File: src/rtl/bus_port_endpoint.sv
// bus_port_endpoint: device-side bus port with a TX FIFO popped by the bus and an ID-filtered RX FIFO.
module bus_port_endpoint #(
  parameter int pckg_sz = 32,
  parameter int depth = 16,
  parameter logic [7:0] id = 8'd0,
  parameter logic [7:0] broadcast = 8'hFF,
  parameter int cnt_w = 16
) (
  input  logic               clk,
  input  logic               reset,
  input  logic               tx_wr,
  input  logic [pckg_sz-1:0] tx_data,
  output logic               tx_full,
  output logic               pndng,
  output logic [pckg_sz-1:0] D_pop,
  input  logic               pop,
  input  logic               push,
  input  logic [pckg_sz-1:0] D_push,
  input  logic               rx_rd,
  output logic [pckg_sz-1:0] rx_data,
  output logic               rx_empty,
  output logic [cnt_w-1:0]   drop_cnt,
  output logic               tx_ovf,
  output logic               rx_unf
);
  localparam int pw = (depth > 1) ? $clog2(depth) : 1;
  localparam int cw = $clog2(depth + 1);
  localparam logic [pw-1:0] last = pw'(depth - 1);
  localparam logic [cw-1:0] full_cnt = cw'(depth);

  logic [pckg_sz-1:0] tx_mem [depth];
  logic [pckg_sz-1:0] rx_mem [depth];
  logic [pw-1:0] tx_wp_q, tx_wp_d, tx_rp_q, tx_rp_d, rx_wp_q, rx_wp_d, rx_rp_q, rx_rp_d;
  logic [cw-1:0] tx_cnt_q, tx_cnt_d, rx_cnt_q, rx_cnt_d;
  logic [cnt_w-1:0] drop_q, drop_d;
  logic pndng_q, tx_full_q, rx_empty_q, tx_ovf_q, tx_ovf_d, rx_unf_q, rx_unf_d;
  logic tx_do_pop, tx_do_push, rx_do_pop, rx_do_push, match, drop;

  always_comb begin
    tx_do_pop  = pop && (tx_cnt_q != '0);
    tx_do_push = tx_wr && ((tx_cnt_q != full_cnt) || tx_do_pop);
    rx_do_pop  = rx_rd && (rx_cnt_q != '0);
    match      = (D_push[pckg_sz-1 -: 8] == id) || (D_push[pckg_sz-1 -: 8] == broadcast);
    rx_do_push = push && match && ((rx_cnt_q != full_cnt) || rx_do_pop);
    drop       = push && !rx_do_push;
    tx_wp_d    = tx_do_push ? ((tx_wp_q == last) ? '0 : tx_wp_q + 1'b1) : tx_wp_q;
    tx_rp_d    = tx_do_pop ? ((tx_rp_q == last) ? '0 : tx_rp_q + 1'b1) : tx_rp_q;
    rx_wp_d    = rx_do_push ? ((rx_wp_q == last) ? '0 : rx_wp_q + 1'b1) : rx_wp_q;
    rx_rp_d    = rx_do_pop ? ((rx_rp_q == last) ? '0 : rx_rp_q + 1'b1) : rx_rp_q;
    tx_cnt_d   = tx_cnt_q + cw'(tx_do_push) - cw'(tx_do_pop);
    rx_cnt_d   = rx_cnt_q + cw'(rx_do_push) - cw'(rx_do_pop);
    drop_d     = (drop && !(&drop_q)) ? drop_q + 1'b1 : drop_q;
    tx_ovf_d   = tx_ovf_q || (tx_wr && !tx_do_push);
    rx_unf_d   = rx_unf_q || (rx_rd && (rx_cnt_q == '0)) || (pop && (tx_cnt_q == '0));
  end

  always_ff @(posedge clk) begin
    if (reset) begin
      tx_wp_q    <= '0;
      tx_rp_q    <= '0;
      rx_wp_q    <= '0;
      rx_rp_q    <= '0;
      tx_cnt_q   <= '0;
      rx_cnt_q   <= '0;
      drop_q     <= '0;
      pndng_q    <= 1'b0;
      tx_full_q  <= 1'b0;
      rx_empty_q <= 1'b1;
      tx_ovf_q   <= 1'b0;
      rx_unf_q   <= 1'b0;
    end else begin
      tx_wp_q    <= tx_wp_d;
      tx_rp_q    <= tx_rp_d;
      rx_wp_q    <= rx_wp_d;
      rx_rp_q    <= rx_rp_d;
      tx_cnt_q   <= tx_cnt_d;
      rx_cnt_q   <= rx_cnt_d;
      drop_q     <= drop_d;
      pndng_q    <= tx_cnt_d != '0;
      tx_full_q  <= tx_cnt_d == full_cnt;
      rx_empty_q <= rx_cnt_d == '0;
      tx_ovf_q   <= tx_ovf_d;
      rx_unf_q   <= rx_unf_d;
    end
  end

  // Storage needs no reset: counts gate visibility of every entry.
  always_ff @(posedge clk) begin
    if (tx_do_push) tx_mem[tx_wp_q] <= tx_data;
    if (rx_do_push) rx_mem[rx_wp_q] <= D_push;
  end

  assign pndng    = pndng_q;
  assign tx_full  = tx_full_q;
  assign rx_empty = rx_empty_q;
  assign drop_cnt = drop_q;
  assign tx_ovf   = tx_ovf_q;
  assign rx_unf   = rx_unf_q;
  assign D_pop    = tx_mem[tx_rp_q];
  assign rx_data  = rx_mem[rx_rp_q];
endmodule

File: config.mk
export PLATFORM = sky130hd
export DESIGN_NAME = bus_port_endpoint
export DESIGN_NICKNAME = d
export VERILOG_FILES = /design/src/rtl/bus_port_endpoint.sv
export SDC_FILE = /design/constraint.sdc
export NUM_CORES = 1
export LEC_CHECK = 0
export BUFFER_PORTS_ARGS = -buffer_cell sky130_fd_sc_hd__buf_4
export CELL_PAD_IN_SITES_DETAIL_PLACEMENT = 1
export CELL_PAD_IN_SITES_GLOBAL_PLACEMENT = 1
export CORE_UTILIZATION = 30
export DETAILED_ROUTE_END_ITERATION = 10
export GPL_TIMING_DRIVEN = 0
export HOLD_SLACK_MARGIN = 0.05
export PLACE_DENSITY_LB_ADDON = 0.12
export SETUP_SLACK_MARGIN = 0.5
export SLEW_MARGIN = 25
export SYNTH_ARGS = -nofsm -noshare
export SYNTH_HDL_FRONTEND = slang
export SYNTH_SLANG_ARGS = --single-unit
File: constraint.sdc
create_clock -name clk -period 12.4 [get_ports clk]
set_input_delay 2.48 -clock clk [delete_from_list [all_inputs] [get_ports clk]]
set_output_delay 2.48 -clock clk [all_outputs]
set_load 0.02 [all_outputs]
==> results.json, run 1 <==
{
  "outcome": "finished, final reports clean",
  "antenna_found_initial": 11,
  "critical_path_class": "reg2out",
  "design_area_sq_mm": 0.0508,
  "die_h_um": 375,
  "root_buffer": "clkbuf_16",
  "critPathSlowestCell": "clkbuf_1",
  "slew_violations": 0,
  "ys_ff_latch": 1079,
  "reg2regPathDepth": 14,
  "synth_area_leader_cell": "edfxtp_1",
  "synth-simple-area-share_pct": 2.08,
  "drc": 0,
  "grt_remaining_overflow": 0,
  "hold_ws_ps": 509,
  "vias_per_cell": 4.86,
  "cp_num_cells": 5,
  "synth.distinct_cells": 56,
  "cts_resized": 0,
  "cts_buffers": 120,
  "clock_skew_ps": 56.5,
  "r2r-start": "rx_cnt_q[2]$_SDFF_PP0_",
  "synth_edf_count": 1024,
  "fp.coreArea_sq_mm": 0.138,
  "slew_headroom_pct": 29.3,
  "yosys_warnings": 0,
  "final_cell_mix": "edfxtp_1 (1024), mux4_2 (220), buf_4 (184), clkbuf_16 (120), mux4_1 (100)",
  "worstPathMaxFanout": 10,
  "cap_violations": 0,
  "max_freq_mhz": 160,
  "rsz0062_at_grt": "no",
  "path_clk_slew_ps": 60,
  "final_nets": 2217,
  "routabilityCongestion": 0.706,
  "port_buffers": 154,
  "max_stage_delay_ps": 840,
  "dp_hpwl_um": 71700,
  "synth_top_family_by_area": "multiplexers",
  "grtUsageTotal_pct": 16.0,
  "drive_gt1_share_pct": 32.4,
  "path_common_cell": "clkbuf_1",
  "grt_max_degree": 27,
  "die_w_um": 375,
  "wl_per_cell_um": 27.5,
  "cts_buffer_depth": 3,
  "clock_latency_ps": 740,
  "crit_buf_inv": 3,
  "synth.top_cell.area_share_pct": 73.5,
  "min_from": "tx_ovf$_SDFF_PP0_",
  "netlist_area_sq_mm": 0.0418,
  "syn_to_final_growth_pct": 21.4,
  "vdd_drop_max_mv": 0.117,
  "final_common_cell": "edfxtp_1",
  "drt_iter0_drc": 1520,
  "yosys-mux-area-fraction_pct": 18.5,
  "grt_pass1_wl_um": 160000,
  "pin_count": 155,
  "crit_chain": "clkbuf_1, clkbuf_1, mux4_1, mux4_2, buf_4",
  "multi_input_area_sq_mm": 0.00951,
  "fin_crit_sh_pct": 50.5,
  "netlist_instances": 1769,
  "arrival_ps": 3780,
  "drt_first_pass_iters": 5,
  "wirelength_um": 112000,
  "fin_crit_ps": 6260,
  "hold_viol_final": 0,
  "fill_cells": 13200,
  "synth-xor-area-share_pct": 0.230,
  "syn_nets": 1862,
  "cp.required_ps": 9920,
  "tightest_slew_ps": 1060,
  "hp-class": "reg2reg",
  "hold_buffers": 0,
  "end_kind": "output pin",
  "num_rows": 136,
  "p_per_area_mw_per_mm2": 181,
  "synth-compound-area-share_pct": 0.867,
  "p_leak_nw": 16.0,
  "htree_num_levels": 3,
  "yosys.area_share.adder_pct": 0.724,
  "crit_path_start_kind": "register",
  "num_vias": 19900,
  "fin_tns_setup_ps": 0,
  "drt.antenna.violating_nets": 0,
  "initial_core_util_pct": 30.3,
  "clock_sinks": 1079,
  "grt_pass1_vias": 21800,
  "ys.flop_type": "edfxtp_1",
  "post-cts-setup-buffer-count": 0,
  "cts_tree": "done",
  "regArea_sq_mm": 0.0319,
  "seq_area_frac_synth_pct": 76.1,
  "synthArstFlopShare_pct": 0,
  "setup_viol": 0,
  "netlist_top_cells_area": "edfxtp_1 (73%), mux4_2 (12%), mux4_1 (6.3%)",
  "avgSynthCellArea_sq_um": 23.7,
  "dieArea_sq_mm": 0.141,
  "placed_area_sq_mm": 0.0468,
  "critical_path.top_delay_family": "buffers and inverters",
  "worstHoldPathCells": 2
}
==> worst reg2reg max path, cell delays in order, from the launching register on <==
cell and delay (ps):
dfxtp_1 320, inv_1 90, ha_1 200, nor4b_1 600, nor2b_1 110, clkbuf_1 210, nand2_1 170, o21ai_0 110
ha_1 230, fa_1 440, a21oi_1 170, nor2_1 50, nor2_1 120, xnor2_1 120, a41o_1 280
==> state kept, by name, indices dropped and copies added (netlist names), named ones only <==
signal,flops
tx_wp_q,4
rx_rp_q,4
drop_cnt,16
tx_rp_q,4
tx_mem,512
rx_wp_q,4
rx_empty,1
pndng,1
tx_cnt_q,5
rx_unf,1
tx_full,1
rx_mem,512
tx_ovf,1
rx_cnt_q,5
==> per-stage QoR <==
stage          util [%]  total power (W)  cells  setup WS, ps
2_1_floorplan         -          0.00514   1769          6420
3_5_place_dp       33.9          0.00572   3865          6830
3_3_place_gp       32.8          0.00568   3786          1940
6_report           36.8          0.00918   4089          6140
5_1_grt            36.8          0.00953   4089          5980
4_1_cts            36.8          0.00934   4088          6020
==> report_power, final <==
part,total (W),internal (W),switching [W]
sequential,0.00408,0.00405,0.0000337
clock,0.00358,0.00208,0.00150
combinational,0.00152,0.000720,0.000800
total,0.00918,0.00685,0.00234
==> Yosys cell counts, drive strengths merged (2+ instances only) <==
library cell and instances:
edfxtp 1024, mux4 320, dfxtp 55, nor2 52
buf 43, clkbuf 41, nand2 28, a21oi 21
ha 21, inv 20, and4 16, nor2b 15
mux2 10, nor3 10, o21ai 10, nor4 9
nand3 6, xnor2 6, nand4 5, xor2 5
a311oi 4, a31oi 4, and3 3, mux2i 3
nand2b 3, nor4b 3, or2 3, or3 3
a21o 2, a31o 2, a41oi 2, and2 2
and4b 2, fa 2, nor3b 2, o2111ai 2
==> final cells by class <==
| type | count | area share [%] |
|---|---|---|
| multi-input combinational | 586 | 18.7 |
| tap | 1863 | 4.59 |
| inverter | 20 | 0.148 |
| clock inverter | 78 | 1.66 |
| timing repair buffer | 233 | 4.88 |
| sequential | 1079 | 62.7 |
| clock buffer | 145 | 6.19 |
| buffer | 84 | 1.12 |
| antenna | 1 | 0.00493 |
==> worst paths after layout <==
path / end / slack [ps]
hold reg to reg: tx_ovf$_SDFF_PP0_ / 510
setup reg to reg: rx_empty$_SDFF_PP1_ / 9060
hold / removal: tx_ovf$_SDFF_PP0_ / 510
setup / recovery: D_pop[27] / 6140
==> kinds of logic after synthesis <==
group	after synthesis
DFF	1079
muxes	333
and+or+nand+nor	164
buffers and inverters	104
AOI/OAI and AO/OA	55
adders and majority gates	23
xor gates and xnor gates	11
==> metal layers <==
metal / global-route usage [%] / wire length (um) / vias to the layer above
met5: 0 / 113 / -
met4: 4.34 / 2050 / 18
met3: 3.03 / 5350 / 151
met2: 25.8 / 54100 / 405
met1: 22.2 / 50900 / 10900
li1: - / - / 8387
Note: power is estimated with default switching activity, not from simulation.
==> run 2: changes to the inputs <==
==> constraint.sdc (replaced) <==
create_clock -name clk -period 5.26 [get_ports clk]
set_input_delay 1.052 -clock clk [delete_from_list [all_inputs] [get_ports clk]]
set_output_delay 1.052 -clock clk [all_outputs]
set_load 0.02 [all_outputs]
==> results.json, run 2 (same netlist as run 1, synthesis figures left out) <==
{
  "outcome": "finished, final reports clean",
  "initial_core_util_pct": 30.3,
  "slew_violations": 0,
  "root_buffer": "clkbuf_16",
  "pin_count": 155,
  "worstPathMaxFanout": 10,
  "setup_slack_ps": 672,
  "drive_gt1_share_pct": 32.9,
  "r2r-start": "rx_cnt_q[2]$_SDFF_PP0_",
  "p_per_area_mw_per_mm2": 426,
  "vias_per_cell": 4.86,
  "grtUsageTotal_pct": 16.0,
  "grt.busiest_layer": "met2",
  "syn_to_final_growth_pct": 21.5,
  "cts_tree": "done",
  "r2r-end": "rx_empty$_SDFF_PP1_",
  "clock_latency_ps": 740,
  "grtUsageMet2_pct": 25.8,
  "fill_cells": 13200,
  "drt_first_pass_iters": 5,
  "hold_viol_final": 0,
  "reg2regPathDepth": 14,
  "design_area_sq_mm": 0.0508,
  "final_nets": 2217,
  "total_power_w": 0.0216,
  "placed_area_sq_mm": 0.0468,
  "cp_num_cells": 5,
  "rsz0062_at_grt": "no",
  "reg2reg_slack_ps": 1910,
  "cts_buffer_depth": 3,
  "cp.required_ps": 4210,
  "clock_skew_ps": 57.6,
  "endpoint": "rx_data[4]",
  "dieArea_sq_mm": 0.141,
  "num_rows": 136,
  "dp_hpwl_um": 71700,
  "vdd_drop_max_mv": 0.277,
  "critPathSlowestCell": "clkbuf_1",
  "max_stage_delay_ps": 750,
  "wirelength_um": 113000,
  "final_common_cell": "edfxtp_1",
  "setup_viol": 0,
  "grt_pass1_vias": 21800,
  "clock_sinks": 1079,
  "wl_per_cell_um": 27.5,
  "antenna_found_initial": 11,
  "htree_num_levels": 3,
  "num_vias": 19900,
  "tightest_slew_ps": 1060,
  "fin_crit_sh_pct": 87.2,
  "p_leak_nw": 16.1,
  "crit_buf_inv": 3,
  "routabilityCongestion": 0.706,
  "fin_crit_ps": 4590,
  "die_w_um": 375,
  "crit_path_start_kind": "register",
  "final_cell_mix": "edfxtp_1 (1024), mux4_2 (220), buf_4 (184), clkbuf_16 (120), mux4_1 (100)",
  "arrival_ps": 3540,
  "pre_cts_ws_ps": 1120,
  "crit_chain": "clkbuf_1, clkbuf_1, mux4_2, mux4_2, buf_4",
  "path_clk_slew_ps": 60,
  "hold_buffers": 0,
  "grt_remaining_overflow": 0,
  "fp.coreArea_sq_mm": 0.138,
  "drc": 0,
  "grt_pass1_wl_um": 160000,
  "use_met3_pct": 3.03,
  "end_kind": "output pin",
  "max_freq_mhz": 218,
  "drt_iter0_drc": 1496,
  "grt.met1_usage_pct": 22.2,
  "grt_max_degree": 27,
  "die_h_um": 375,
  "hold_ws_ps": 509,
  "cts_buffers": 120,
  "critical_path.top_delay_family": "buffers and inverters",
  "drt.antenna.violating_nets": 0,
  "fin_tns_setup_ps": 0,
  "cap_violations": 0,
  "slew_headroom_pct": 29.4,
  "hp-class": "reg2reg",
  "critical_path_class": "reg2out",
  "port_buffers": 154
}
## run 2: cell types whose count changed in the layout (fill, tap and decap cells not counted)
| cell | change |
|---|---|
| clkbuf_1 | -13 |
| clkbuf_2 | +13 |
## run 2: worst register-to-register path, stage by stage (launching register included)
cell and delay (ps):
dfxtp_1 320, inv_1 90, ha_1 200, nor4b_1 600, nor2b_1 110, clkbuf_1 220
nand2_1 170, o21ai_0 110, ha_1 230, fa_1 440, a21oi_1 170, nor2_1 50
nor2_1 120, xnor2_1 120, a41o_1 280
## run 2: repair_timing
action / CTS / global route
gates cloned: 0 / 0
gates resized for setup: 10 / 9
setup endpoints to repair: 35 / 4
buffers inserted: 0 / 0
## run 2: metal layers
| metal | up-vias | routed length (um) |
|---|---|---|
| li1 | 8387 | - |
| met1 | 10900 | 50900 |
| met2 | 403 | 54100 |
| met3 | 157 | 5380 |
| met4 | 18 | 2090 |
| met5 | - | 110 |
## run 2: layout make-up
class / count / area, sq um / share of cell area, %
sequential: 1079 / 31900 / 62.7
multi-input combinational: 586 / 9510 / 18.7
clock buffer: 145 / 3150 / 6.19
timing repair buffer: 233 / 2480 / 4.87
tap: 1863 / 2330 / 4.59
clock inverter: 78 / 842 / 1.66
buffer: 84 / 587 / 1.15
inverter: 20 / 75.1 / 0.148
antenna: 1 / 2.50 / 0.00492
## run 2: how the worst min path moves through the flow
stage	from	end	slack, ps	cells past startpoint
CTS	tx_ovf$_SDFF_PP0_	tx_ovf$_SDFF_PP0_	500	2
floorplan	tx_rp_q[3]$_SDFFE_PP0N_	register	470	2
global placement	tx_ovf$_SDFF_PP0_	tx_ovf$_SDFF_PP0_	470	2
global route	tx_ovf$_SDFF_PP0_	tx_ovf$_SDFF_PP0_	550	2
detailed placement	tx_ovf$_SDFF_PP0_	tx_ovf$_SDFF_PP0_	470	2
finish	tx_ovf$_SDFF_PP0_	tx_ovf$_SDFF_PP0_	510	2
## run 2: through the flow
step	utilization, %	std cells
after global placement	32.8	3786
after CTS	36.8	4088
after floorplan	-	1769
final	36.8	4089
after global routing	36.8	4089
after detailed placement	33.9	3865
## run 2: power by group
| group | switching (W) | internal (W) | leakage (nW) |
|---|---|---|---|
| logic | 0.00189 | 0.00170 | 4.48 |
| clock network | 0.00354 | 0.00491 | 1.94 |
| registers | 0.0000795 | 0.00954 | 9.67 |
==> run 3: changes to the inputs <==
--- a/config.mk
+++ b/config.mk
@@ -14,6 +14,7 @@
 export HOLD_SLACK_MARGIN = 0.05
 export PLACE_DENSITY_LB_ADDON = 0.12
 export SETUP_SLACK_MARGIN = 0.5
+export SKIP_CTS_REPAIR_TIMING = 1
 export SLEW_MARGIN = 25
 export SYNTH_ARGS = -nofsm -noshare
 export SYNTH_HDL_FRONTEND = slang
==> constraint.sdc (replaced) <==
create_clock -name clk -period 5.26 [get_ports clk]
set_input_delay 0.526 -clock clk [delete_from_list [all_inputs] [get_ports clk]]
set_output_delay 0.526 -clock clk [all_outputs]
set_load 0.02 [all_outputs]
==> results.json, run 3 (same netlist as run 1, synthesis figures left out) <==
{
  "pin_count": 155,
  "clock_sinks": 1079,
  "grt_max_degree": 27,
  "placed_area_sq_mm": 0.0468,
  "fin_util_pct": 36.8,
  "clock_latency_ps": 740,
  "wl_met2_um": 54000,
  "num_vias": 19800,
  "setup_slack_ps": 965,
  "wirelength_um": 113000,
  "wl_met3_um": 5010,
  "arrival_ps": 3770,
  "die_w_um": 375,
  "fin_crit_ps": 4290,
  "finalNonFillerCells": 4092,
  "slew_violations": 0,
  "cts_buffer_depth": 3,
  "critical_path_class": "reg2out",
  "wl_per_cell_um": 27.5,
  "outcome": "finished, final reports clean",
  "pre_cts_ws_ps": 1640,
  "drt_iter0_drc": 1557,
  "vdd_drop_max_mv": 0.276,
  "worstHoldPathCells": 1,
  "tightest_slew_ps": 1070,
  "grt_pass1_wl_um": 160000,
  "worstPathMaxFanout": 10,
  "drt.antenna.violating_nets": 0,
  "p_per_area_mw_per_mm2": 426,
  "hp-class": "in2reg",
  "antenna_found_initial": 11,
  "fp.coreArea_sq_mm": 0.138,
  "htree_num_levels": 3,
  "fill_cells": 13200,
  "drc": 0,
  "fin_tns_setup_ps": 0,
  "syn_to_final_growth_pct": 21.5,
  "root_buffer": "clkbuf_16",
  "cp.required_ps": 4730,
  "p_leak_nw": 16.1,
  "crit_path_start_kind": "register",
  "dp_hpwl_um": 71700,
  "cts_tree": "done",
  "rsz0062_at_grt": "no",
  "fin_crit_sh_pct": 81.7,
  "grt_pass1_vias": 21800,
  "reg2regPathDepth": 14,
  "max_freq_mhz": 233,
  "drive_gt1_share_pct": 32.3,
  "clock_skew_ps": 56.9,
  "cts_buffers": 120,
  "dp_cells": 3865,
  "final_nets": 2220,
  "vias_per_cell": 4.85,
  "setup_viol": 0,
  "met1_length_um": 51300,
  "port_buffers": 154,
  "die_h_um": 375,
  "hold_viol_final": 0,
  "dieArea_sq_mm": 0.141,
  "slew_headroom_pct": 28.9,
  "final_common_cell": "edfxtp_1",
  "routed.top_layer": "met5",
  "drt_first_pass_iters": 4,
  "final_cell_mix": "edfxtp_1 (1024), mux4_2 (220), buf_4 (184), clkbuf_16 (120), mux4_1 (100)",
  "grt_remaining_overflow": 0,
  "path_clk_slew_ps": 60,
  "end_kind": "output pin",
  "num_rows": 136,
  "cap_violations": 0,
  "initial_core_util_pct": 30.3,
  "design_area_sq_mm": 0.0508,
  "routabilityCongestion": 0.706,
  "grtUsageTotal_pct": 16.0
}
## run 3: cell count changes in the layout (fill, tap and decap cells not counted), sizes merged
cell,delta
dlygate4sd3,+3
## run 3: layout make-up
type                            instances  area [sq um]  share of cell area, %
Antenna cell                            1          2.50                0.00492
Buffer                                 84           571                   1.12
Clock buffer                          145          3150                   6.19
Clock inverter                         78           842                   1.66
Inverter                               20          75.1                  0.148
Multi-Input combinational cell        586          9510                   18.7
Sequential cell                      1079         31900                   62.7
Tap cell                             1863          2330                   4.59
Timing Repair Buffer                  236          2510                   4.93
## run 3: critical path: stages (launching register included)
cell and delay (ps):
dfxtp_1 350, clkbuf_1 600, clkbuf_1 850, mux4_1 430, mux4_2 580, buf_4 210
## run 3: power by group
| part | internal [W] | leakage (nW) | total [W] | switching (W) |
|---|---|---|---|---|
| combinational | 0.00170 | 4.45 | 0.00359 | 0.00189 |
| sequential | 0.00954 | 9.67 | 0.00962 | 0.0000796 |
| clock | 0.00491 | 1.94 | 0.00846 | 0.00355 |
| total | 0.0161 | 16.1 | 0.0217 | 0.00552 |
## run 3: metal layers
layer / vias up / GRT usage, %
met5: - / 0
li1: 8397 / -
met2: 392 / 25.8
met3: 147 / 3.03
met4: 18 / 4.34
met1: 10900 / 22.2
## run 3: final timing paths
path | startpoint | end | slack (ps)
hold reg to reg | tx_ovf$_SDFF_PP0_ | tx_ovf$_SDFF_PP0_ | 510
setup / recovery | register | D_pop[27] | 970
setup reg to reg | rx_cnt_q[2]$_SDFF_PP0_ | rx_empty$_SDFF_PP1_ | 1910
hold / removal | D_push[10] | rx_mem[0][10]$_DFFE_PP_ | 80
## run 3: through the flow
step | hold slack (ps) | power, W
global placement | 471 | 0.0134
CTS | -1.43 | 0.0220
detailed placement | 473 | 0.0135
global route | 51.6 | 0.0225
floorplan | 472 | 0.0121
finish | 76.9 | 0.0217
